[src/rtl/numled_scan_ctrl.sv]
// numled_scan_ctrl: multiplexed common-anode seven-segment scanner with a
// frame-synchronous double buffer, anti-ghost blanking, masking, DP and LZ suppression.
module numled_scan_ctrl #(
  parameter int DIGITS       = 8,
  parameter int CLK_DIV      = 100000,
  parameter int BLANK_CYCLES = 16
) (
  input  logic                clk,
  input  logic                rst_n,
  input  logic                wr_en,
  input  logic [4*DIGITS-1:0] wr_data,
  input  logic [DIGITS-1:0]   wr_dp,
  input  logic [DIGITS-1:0]   wr_mask,
  input  logic                wr_lzb,
  output logic [DIGITS-1:0]   led_en,
  output logic [6:0]          led_seg,
  output logic                led_dp,
  output logic                frame_done,
  output logic                pending
);

  localparam int P_W   = (CLK_DIV > 1) ? $clog2(CLK_DIV) : 1;
  localparam int IDX_W = (DIGITS > 1) ? $clog2(DIGITS) : 1;

  localparam logic [P_W-1:0]   P_LAST   = P_W'(CLK_DIV - 1);
  localparam logic [P_W-1:0]   P_BLANK  = P_W'(BLANK_CYCLES);
  localparam logic [IDX_W-1:0] IDX_LAST = IDX_W'(DIGITS - 1);
  localparam logic [6:0]       SEG_OFF  = 7'b1111111;

  typedef struct packed {
    logic [4*DIGITS-1:0] data;
    logic [DIGITS-1:0]   dp;
    logic [DIGITS-1:0]   mask;
    logic                lzb;
  } buf_t;

  localparam buf_t BUF_RST = '{data: '0, dp: '0, mask: '1, lzb: 1'b0};

  logic [P_W-1:0]    r_p;
  logic [IDX_W-1:0]  r_idx;
  buf_t              r_pend_buf;
  buf_t              r_disp_buf;
  logic              r_pending;
  logic              r_frame_done;
  logic [DIGITS-1:0] r_led_en;
  logic [6:0]        r_led_seg;
  logic              r_led_dp;

  buf_t              w_wr_buf;
  logic              w_p_wrap;
  logic              w_boundary;
  logic [DIGITS-1:0] w_lz_blank;
  logic [3:0]        w_nib;
  logic              w_vis;
  logic              w_dp_bit;
  logic [DIGITS-1:0] w_onehot;
  logic              w_active;
  logic [DIGITS-1:0] w_led_en_nxt;
  logic [6:0]        w_led_seg_nxt;
  logic              w_led_dp_nxt;

  assign w_wr_buf   = '{data: wr_data, dp: wr_dp, mask: wr_mask, lzb: wr_lzb};
  assign w_p_wrap   = (r_p == P_LAST);
  assign w_boundary = w_p_wrap && (r_idx == IDX_LAST);

  function automatic logic [6:0] seg_decode(input logic [3:0] nib);
    logic [6:0] seg;
    case (nib)
      4'h0:    seg = 7'b0000001;
      4'h1:    seg = 7'b1001111;
      4'h2:    seg = 7'b0010010;
      4'h3:    seg = 7'b0000110;
      4'h4:    seg = 7'b1001100;
      4'h5:    seg = 7'b0100100;
      4'h6:    seg = 7'b0100000;
      4'h7:    seg = 7'b0001111;
      4'h8:    seg = 7'b0000000;
      4'h9:    seg = 7'b0000100;
      4'hA:    seg = 7'b0001000;
      4'hB:    seg = 7'b1100000;
      4'hC:    seg = 7'b0110001;
      4'hD:    seg = 7'b1000010;
      4'hE:    seg = 7'b0110000;
      4'hF:    seg = 7'b0111000;
      default: seg = SEG_OFF;
    endcase
    return seg;
  endfunction

  // Slot timing: prescaler inside a slot, digit index across slots.
  // NOTE: sequential state uses non-blocking assignments so every register samples pre-edge values.
  always_ff @(posedge clk or negedge rst_n) begin
    if (!rst_n) begin
      r_p   <= '0;
      r_idx <= '0;
    end else if (w_p_wrap) begin
      r_p   <= '0;
      r_idx <= (r_idx == IDX_LAST) ? '0 : r_idx + 1'b1;
    end else begin
      r_p <= r_p + 1'b1;
    end
  end

  // A write on the boundary edge lands in the pending buffer after the commit
  // has taken the old pending contents, so it stays pending for one more frame.
  // NOTE: both buffers are reset because the power-up display contents are defined (all zeros, all shown).
  always_ff @(posedge clk or negedge rst_n) begin
    if (!rst_n) begin
      r_pend_buf <= BUF_RST;
      r_disp_buf <= BUF_RST;
      r_pending  <= 1'b0;
    end else begin
      if (w_boundary && r_pending) r_disp_buf <= r_pend_buf;
      if (wr_en)                   r_pend_buf <= w_wr_buf;
      if (wr_en)                   r_pending  <= 1'b1;
      else if (w_boundary)         r_pending  <= 1'b0;
    end
  end

  // NOTE: every always_comb output gets a default first so no path can infer a latch.
  always_comb begin
    logic v_all_zero;
    w_lz_blank = '0;
    v_all_zero = 1'b1;
    for (int i = DIGITS - 1; i >= 0; i--) begin
      v_all_zero    = v_all_zero && (r_disp_buf.data[4*i +: 4] == 4'h0);
      w_lz_blank[i] = r_disp_buf.lzb && (i != 0) && v_all_zero;
    end
  end

  always_comb begin
    w_nib    = 4'h0;
    w_vis    = 1'b0;
    w_dp_bit = 1'b0;
    w_onehot = '0;
    for (int i = 0; i < DIGITS; i++) begin
      if (IDX_W'(i) == r_idx) begin
        w_nib       = r_disp_buf.data[4*i +: 4];
        w_vis       = r_disp_buf.mask[i] && !w_lz_blank[i];
        w_dp_bit    = r_disp_buf.dp[i];
        w_onehot[i] = 1'b1;
      end
    end
  end

  // Anti-ghost window at the start of each slot keeps every digit dark.
  always_comb begin
    w_active      = w_vis && (r_p >= P_BLANK);
    w_led_en_nxt  = '1;
    w_led_seg_nxt = SEG_OFF;
    w_led_dp_nxt  = 1'b1;
    if (w_active) begin
      w_led_en_nxt  = ~w_onehot;
      w_led_seg_nxt = seg_decode(w_nib);
      w_led_dp_nxt  = ~w_dp_bit;
    end
  end

  always_ff @(posedge clk or negedge rst_n) begin
    if (!rst_n) begin
      r_led_en     <= '1;
      r_led_seg    <= SEG_OFF;
      r_led_dp     <= 1'b1;
      r_frame_done <= 1'b0;
    end else begin
      r_led_en     <= w_led_en_nxt;
      r_led_seg    <= w_led_seg_nxt;
      r_led_dp     <= w_led_dp_nxt;
      r_frame_done <= w_boundary;
    end
  end

  assign led_en     = r_led_en;
  assign led_seg    = r_led_seg;
  assign led_dp     = r_led_dp;
  assign frame_done = r_frame_done;
  assign pending    = r_pending;

endmodule

[config.mk]
export PLATFORM = sky130hd
export DESIGN_NAME = numled_scan_ctrl
export DESIGN_NICKNAME = d
export VERILOG_FILES = /design/src/rtl/numled_scan_ctrl.sv
export SDC_FILE = /design/constraint.sdc
export NUM_CORES = 1
export LEC_CHECK = 0
export ABC_AREA = 1
export ABC_CLOCK_PERIOD_IN_PS = 3100
export BUFFER_PORTS_ARGS = -buffer_cell sky130_fd_sc_hd__buf_2
export CORE_ASPECT_RATIO = 1.2
export CORE_MARGIN = 2
export CORE_UTILIZATION = 50
export CTS_CLUSTER_DIAMETER = 60
export DETAILED_ROUTE_END_ITERATION = 8
export HOLD_SLACK_MARGIN = 0.1
export PLACE_DENSITY = 0.78
export SYNTH_ARGS = -nofsm -noshare
export SYNTH_HDL_FRONTEND = slang
export SYNTH_SLANG_ARGS = --single-unit
[constraint.sdc]
create_clock -name clk -period 3.1 [get_ports clk]
set_input_delay 0.155 -clock clk [delete_from_list [all_inputs] [get_ports clk]]
set_output_delay 0.155 -clock clk [all_outputs]
set_load 0.1 [all_outputs]
== Word level (Yosys, flattened, before mapping) ==
Memory sizes are Yosys's and may differ from the RTL's.
Cells that the tools add are included.

* Bits in read-only memories: 112
* Register bits: 136
* Word-level logic and storage cells: 108
* Output and inout port bits: 18
* Memories kept: 1

{| class="wikitable"
|+ Memory list
! memory !! depth !! bits a word !! rd ports !! clocked after memory_dff !! write ports !! RTL line !! source
|-
| (no name shown) || 16 || 7 || 1 || 0 || 0 || 68 || <nowiki>case (nib)</nowiki>
|}

* Reductions and logical operators: 39
* $lt $le $gt $ge: 1
* Add/subtract/negate cells: 2
* Bitwise operators: 2
* Muxes and demuxes: 39
* Equal/unequal tests: 9

{| class="wikitable"
|+ Operator list
! cell !! number
|-
| 2-to-1 mux 4 bit || 8
|-
| zero test 4 bit || 7
|-
| 2-to-1 mux 1 bit || 27
|-
| logical AND 1 bit || 23
|-
| adder 17 x 1 -> 17 bit (second input constant) || 1
|-
| == test 17 bit (second input constant) || 1
|-
| >= comparator 17 x 5 -> 1 bit (second input constant) || 1
|-
| 2-to-1 mux 17 bit || 1
|-
| == test 3 bit (first input constant) || 4
|-
| 2-to-1 mux 8 bit || 1
|-
| inverter 8 bit || 1
|-
| zero test 1 bit || 7
|-
| 2-to-1 mux 7 bit || 1
|-
| == test 2 x 3 -> 1 bit (first input constant) || 2
|-
| adder 3 x 1 -> 3 bit (second input constant) || 1
|-
| == test 1 x 3 -> 1 bit (first input constant) || 1
|-
| == test 3 bit (second input constant) || 1
|-
| zero test 3 bit || 1
|-
| 2-to-1 mux 3 bit || 1
|-
| nonzero test 2 bit || 1
|-
| inverter 1 bit || 1
|}

== Logic depth before layout (Yosys ltp) ==
* Depth in word-level cells: 19
* Mapped depth: 21
* Mapped depth without buffers: 21

== Least setup slack after synthesis ==
No wires, ideal clock.

* Path kind: reg2reg
* Start: reg r_idx[0]
* End: reg r_led_seg[3] (netlist: led_seg[3])
* Cell stages (with the launch flop): 20
* Arrival time: 2089 ps
* Required time: 3040 ps
* Slack: 951 ps
* Path buffers: 1
* Setup time: 60 ps
* Cells stage by stage: dfrtp_1 > ha_1 > ha_1 > buf_2 > inv_1 > o21ai_0 > inv_1 > nand2_1 > nand2_1 > nand2_1 > nand2_1 > nand2_1 > nand2_1 > nand2_1 > ha_1 > o21ai_2 > nand2_1 > nand2_1 > inv_1 > nand2_1

* Cells in the longest elaborated chain, start to end: 11
* Elaborated cells on any way between the ends: 27
* Classes of those cells: 7 x eq/ne; 17 x mux; 2 x reduce/logical; 1 x memory

{| class="wikitable"
|+ Ends and longest elaborated chain
! item !! RTL line !! source
|-
| start: declaration || 40 || <nowiki>logic [IDX_W-1:0] r_idx;</nowiki>
|-
| start signal: assignment || 98 || <nowiki>r_idx <= (r_idx == IDX_LAST) ? '0 : r_idx + 1'b1;</nowiki>
|-
| zero test 3 bit || 137 || <nowiki>if (IDX_W'(i) == r_idx) begin</nowiki>
|-
| 2-to-1 mux 4 bit / 2-to-1 mux 1 bit (equally long branches) (8 in series) || 137 ||
|-
| memory (16 x 7 bit) / logical AND 1 bit (equally long branches) || - ||
|-
| 2-to-1 mux 7 bit (*) || 152 || <nowiki>if (w_active) begin</nowiki>
|-
| via w_led_seg_nxt[3] || 59 || <nowiki>logic [6:0] w_led_seg_nxt;</nowiki>
|-
| end signal: assignment || 167 || <nowiki>r_led_seg <= w_led_seg_nxt;</nowiki>
|-
| end: declaration || 46 || <nowiki>logic [6:0] r_led_seg;</nowiki>
|}

Mark *: on every way through the listed nets, which the timed path passes. The rest lies on a longest branch.
A chain may end at the register's enable or synchronous reset.

== Worst setup path after layout ==
* Start: reg r_idx[1]
* End: reg r_led_seg[3] (netlist: led_seg[3])

The elaborated chain is that of the path after synthesis.

==> results.yml <==
status:
  status: "complete, no violations"
synth:
  syn-num-nets: 808
  synth-seq-area-share_pct: 54.53
  synthTopCellsByArea: "dfrtp_1 41%, dfstp_2 13%, nand2_1 12%"
  synth_common_cells: "207 x nand2_1, 104 x dfrtp_1, 99 x inv_1"
  ys_ff_latch: 136
  yosysTopAreaCellShare_pct: 41.21
  synth_ff_type: "dfrtp_1"
  syn_inst: 743
  synth_edf_count: 0
  avgSynthCellArea_um2: 8.499
  yosysTopAreaCell: "dfrtp_1"
  ys_types: 37
  yosys_warnings: 0
  yosysMostFrequentCell: "nand2_1"
  async_flop_share_pct: 100.0
  synth_area_um2: 6315
final_layout:
  fin_util_pct: 64.30
  nets: 926
  drive_gt1_share_pct: 19.91
  diodes: 0
  syn_to_final_growth_pct: 24.45
timing:
  tns_ps: 0
  holdWs_ps: 133.6
  hold_viol_final: 0
  slew_viol_final: 0
  finClkSkew_ps: 8.277
  fmax_mhz: 398.8
  setup_viol: 0
  finalCritPeriodShare_pct: 80.90
  final.min_clock_period_ps: 2508
  maxSlewHeadroom_pct: 39.72
  worst_pin_slew_ps: 904.3
  rsz0062_at_grt: "no"
global_routing:
  grt.total_usage_pct: 21.41
  grt_pass1_wl_mm: 22.79
  gr-total-overflow: 0
  grt_pass1_vias: 4980
  grt_start_max_net_pins: 99
  grt_antenna_before_repair: 0
clocking:
  cts_made_buffers: 17
  tritoncts: "built"
  cts_setup_buffers: 0
  cts.reportedPaths.clkPinSlew_ps: 60
  worstSkewPairLatency_ps: 420
  cts.sinks: 136
  clock_path_buffers: 2
  cts_root_buffer: "clkbuf_16"
  htree_levels: 4
placed_design:
  post-dp-hpwl_mm: 8.788
  port_buffers: 69
  place_congestion: 0.9285
worst_setup_path:
  critPathMaxStageDelay_ps: 390
  critical_path_class: "flip-flop to flip-flop"
  endpoint_kind: "flip-flop"
  cp.required_ps: 3460
  cp_common_cell: "nand2_1"
  cp_slowest_cell: "dfrtp_1"
  cp_cell_sequence: "inv_1 -> ha_1 -> inv_2 -> nor2_2 -> nand2_1 -> nand3_1 -> nand3_1 -> nand2_1 -> nand2_1 -> nand2_1 -> nand2_1 -> nand2_1 -> nand2_1 -> inv_1 -> ha_1 -> nand2_4 -> o21ai_2 -> nand2_1 -> nand2_1 -> inv_1 -> nand2_1"
  arrival_ps: 2860
  start_kind: "flip-flop"
  cp_max_fo: 7
route:
  drtIter0Drc: 334
  viasPerCell: 4.946
  dr.pass1.iters: 5
  drtAntennaViolNets: 0
  wirelength_mm: 13.45
  wl_per_cell_um: 12.99
  drc_errors: 0
  vias: 5119
floorplan:
  rows: 44
  ioPinCount: 70
  die_area_um2: 13550
  die_x_um: 106.6
  fp.dieH_um: 127.1
  initial_core_util_pct: 51.67
  coreArea_um2: 12220
min_path:
  holdCritPathClass: "input pin to flip-flop"
run:
  max_cap_violations: 0
power:
  leakage_nw: 3.848
  power_density_nw_per_um2: 521.9
  vdd_ir_drop_max_mv: 0.3110
-- per-stage QoR --
stage,worst slack (ps),total power [mW],cell area (um^2),instances
floorplan,950.8,1.955,6315,743
global placement,765.7,2.042,6759,953
detailed placement,662.6,2.048,6759,953
CTS,628.0,4.134,7859,1035
global route,338.4,4.243,7859,1035
finish,592.2,4.101,7859,1035
-- cell type report --
cell class / instances / area, um^2
clock inverter: 12 / 152.6
timing repair buffer: 123 / 878.3
multi-input combinational: 471 / 2308
sequential: 136 / 3443
inverter: 112 / 427.9
fill: 1016 / 4363
clock buffer: 20 / 446.7
tap: 161 / 201.4
-- critical path, delay by kind of cell, from the launching register on --
| family | cells | cell delay [ps] |
|---|---|---|
| and+or+nand+nor | 14 | 1180 |
| adders and majority gates | 2 | 450 |
| DFF | 1 | 390 |
| buffers and inverters | 4 | 360 |
| AOI/OAI and AO/OA | 1 | 50 |
-- cells in the final DEF (no fill, tap or decap), types with 4 or more instances in the layout --
cell type / Yosys / layout
a21oi_1: 14 / 14
buf_2: 6 / 68
buf_4: 0 / 5
clkbuf_16: 0 / 17
clkinvlp_4: 0 / 4
dfrtp_1: 104 / 104
dfstp_2: 32 / 32
dlygate4sd3_1: 0 / 50
ha_1: 13 / 13
inv_1: 99 / 99
inv_2: 8 / 8
nand2_1: 207 / 207
nand2_2: 8 / 8
nand2_4: 5 / 5
nand3_1: 32 / 32
nand4_1: 9 / 9
nor2_1: 36 / 36
nor3_1: 5 / 5
nor4_1: 5 / 5
o21ai_0: 70 / 70
o21ai_1: 40 / 40
or2_2: 5 / 5
xor2_1: 4 / 4
-- layer usage --
layer	track usage (%)	part of all wire (%)
met2	35.63	50
met3	4.031	4.1
met5	0	0
met4	9.855	2.1
met1	27.19	43
-- sequential cells by signal (all words and copies together), names as in the netlist --
register,cells
frame_done,1
led_dp,1
led_en,8
led_seg,7
pending,1
r_disp_buf,49
r_idx,3
r_p,17
r_pend_buf,49
-- final timing paths --
path / startpoint / to / slack, ps / cells past startpoint
worst min-delay path: wr_en / r_pend_buf[2]$_DFFE_PN1P_ / 130 / 3
worst max-delay path: r_idx[1]$_DFFE_PN0N_ / led_seg[3]$_DFF_PN1_ / 590 / 21
max in group asynchronous: rst_n / r_disp_buf[16]$_DFFE_PN0P_ / 2100 / 3
worst max register to register: r_idx[1]$_DFFE_PN0N_ / led_seg[3]$_DFF_PN1_ / 590 / 21
worst min register to register: r_p[13]$_DFF_PN0_ / r_p[13]$_DFF_PN0_ / 480 / 1
min in group asynchronous: rst_n / r_pend_buf[11]$_DFFE_PN0P_ / 460 / 3
-- where the power goes --
part           total (mW)  switching [mW]  internal, mW
sequential           1.86          0.0144          1.84
combinational       0.210           0.117        0.0929
clock                2.04           0.752          1.28
-- kinds of logic after synthesis --
group,count (synthesis),synth area share [%]
compound gates,131,10.66
xor+xnor,4,0.5547
fa+ha+maj,13,2.576
buf+inv,136,8.916
flops,136,54.53
simple gates,323,22.77
-- repair_timing --
action | in CTS | in global routing
endpoints found under the setup margin | 0 | 0
resized for setup | 0 | 0
hold buffers | 50 | 0
hold endpoints to repair | 153 | 0
Power figures use the tool's default switching activity.
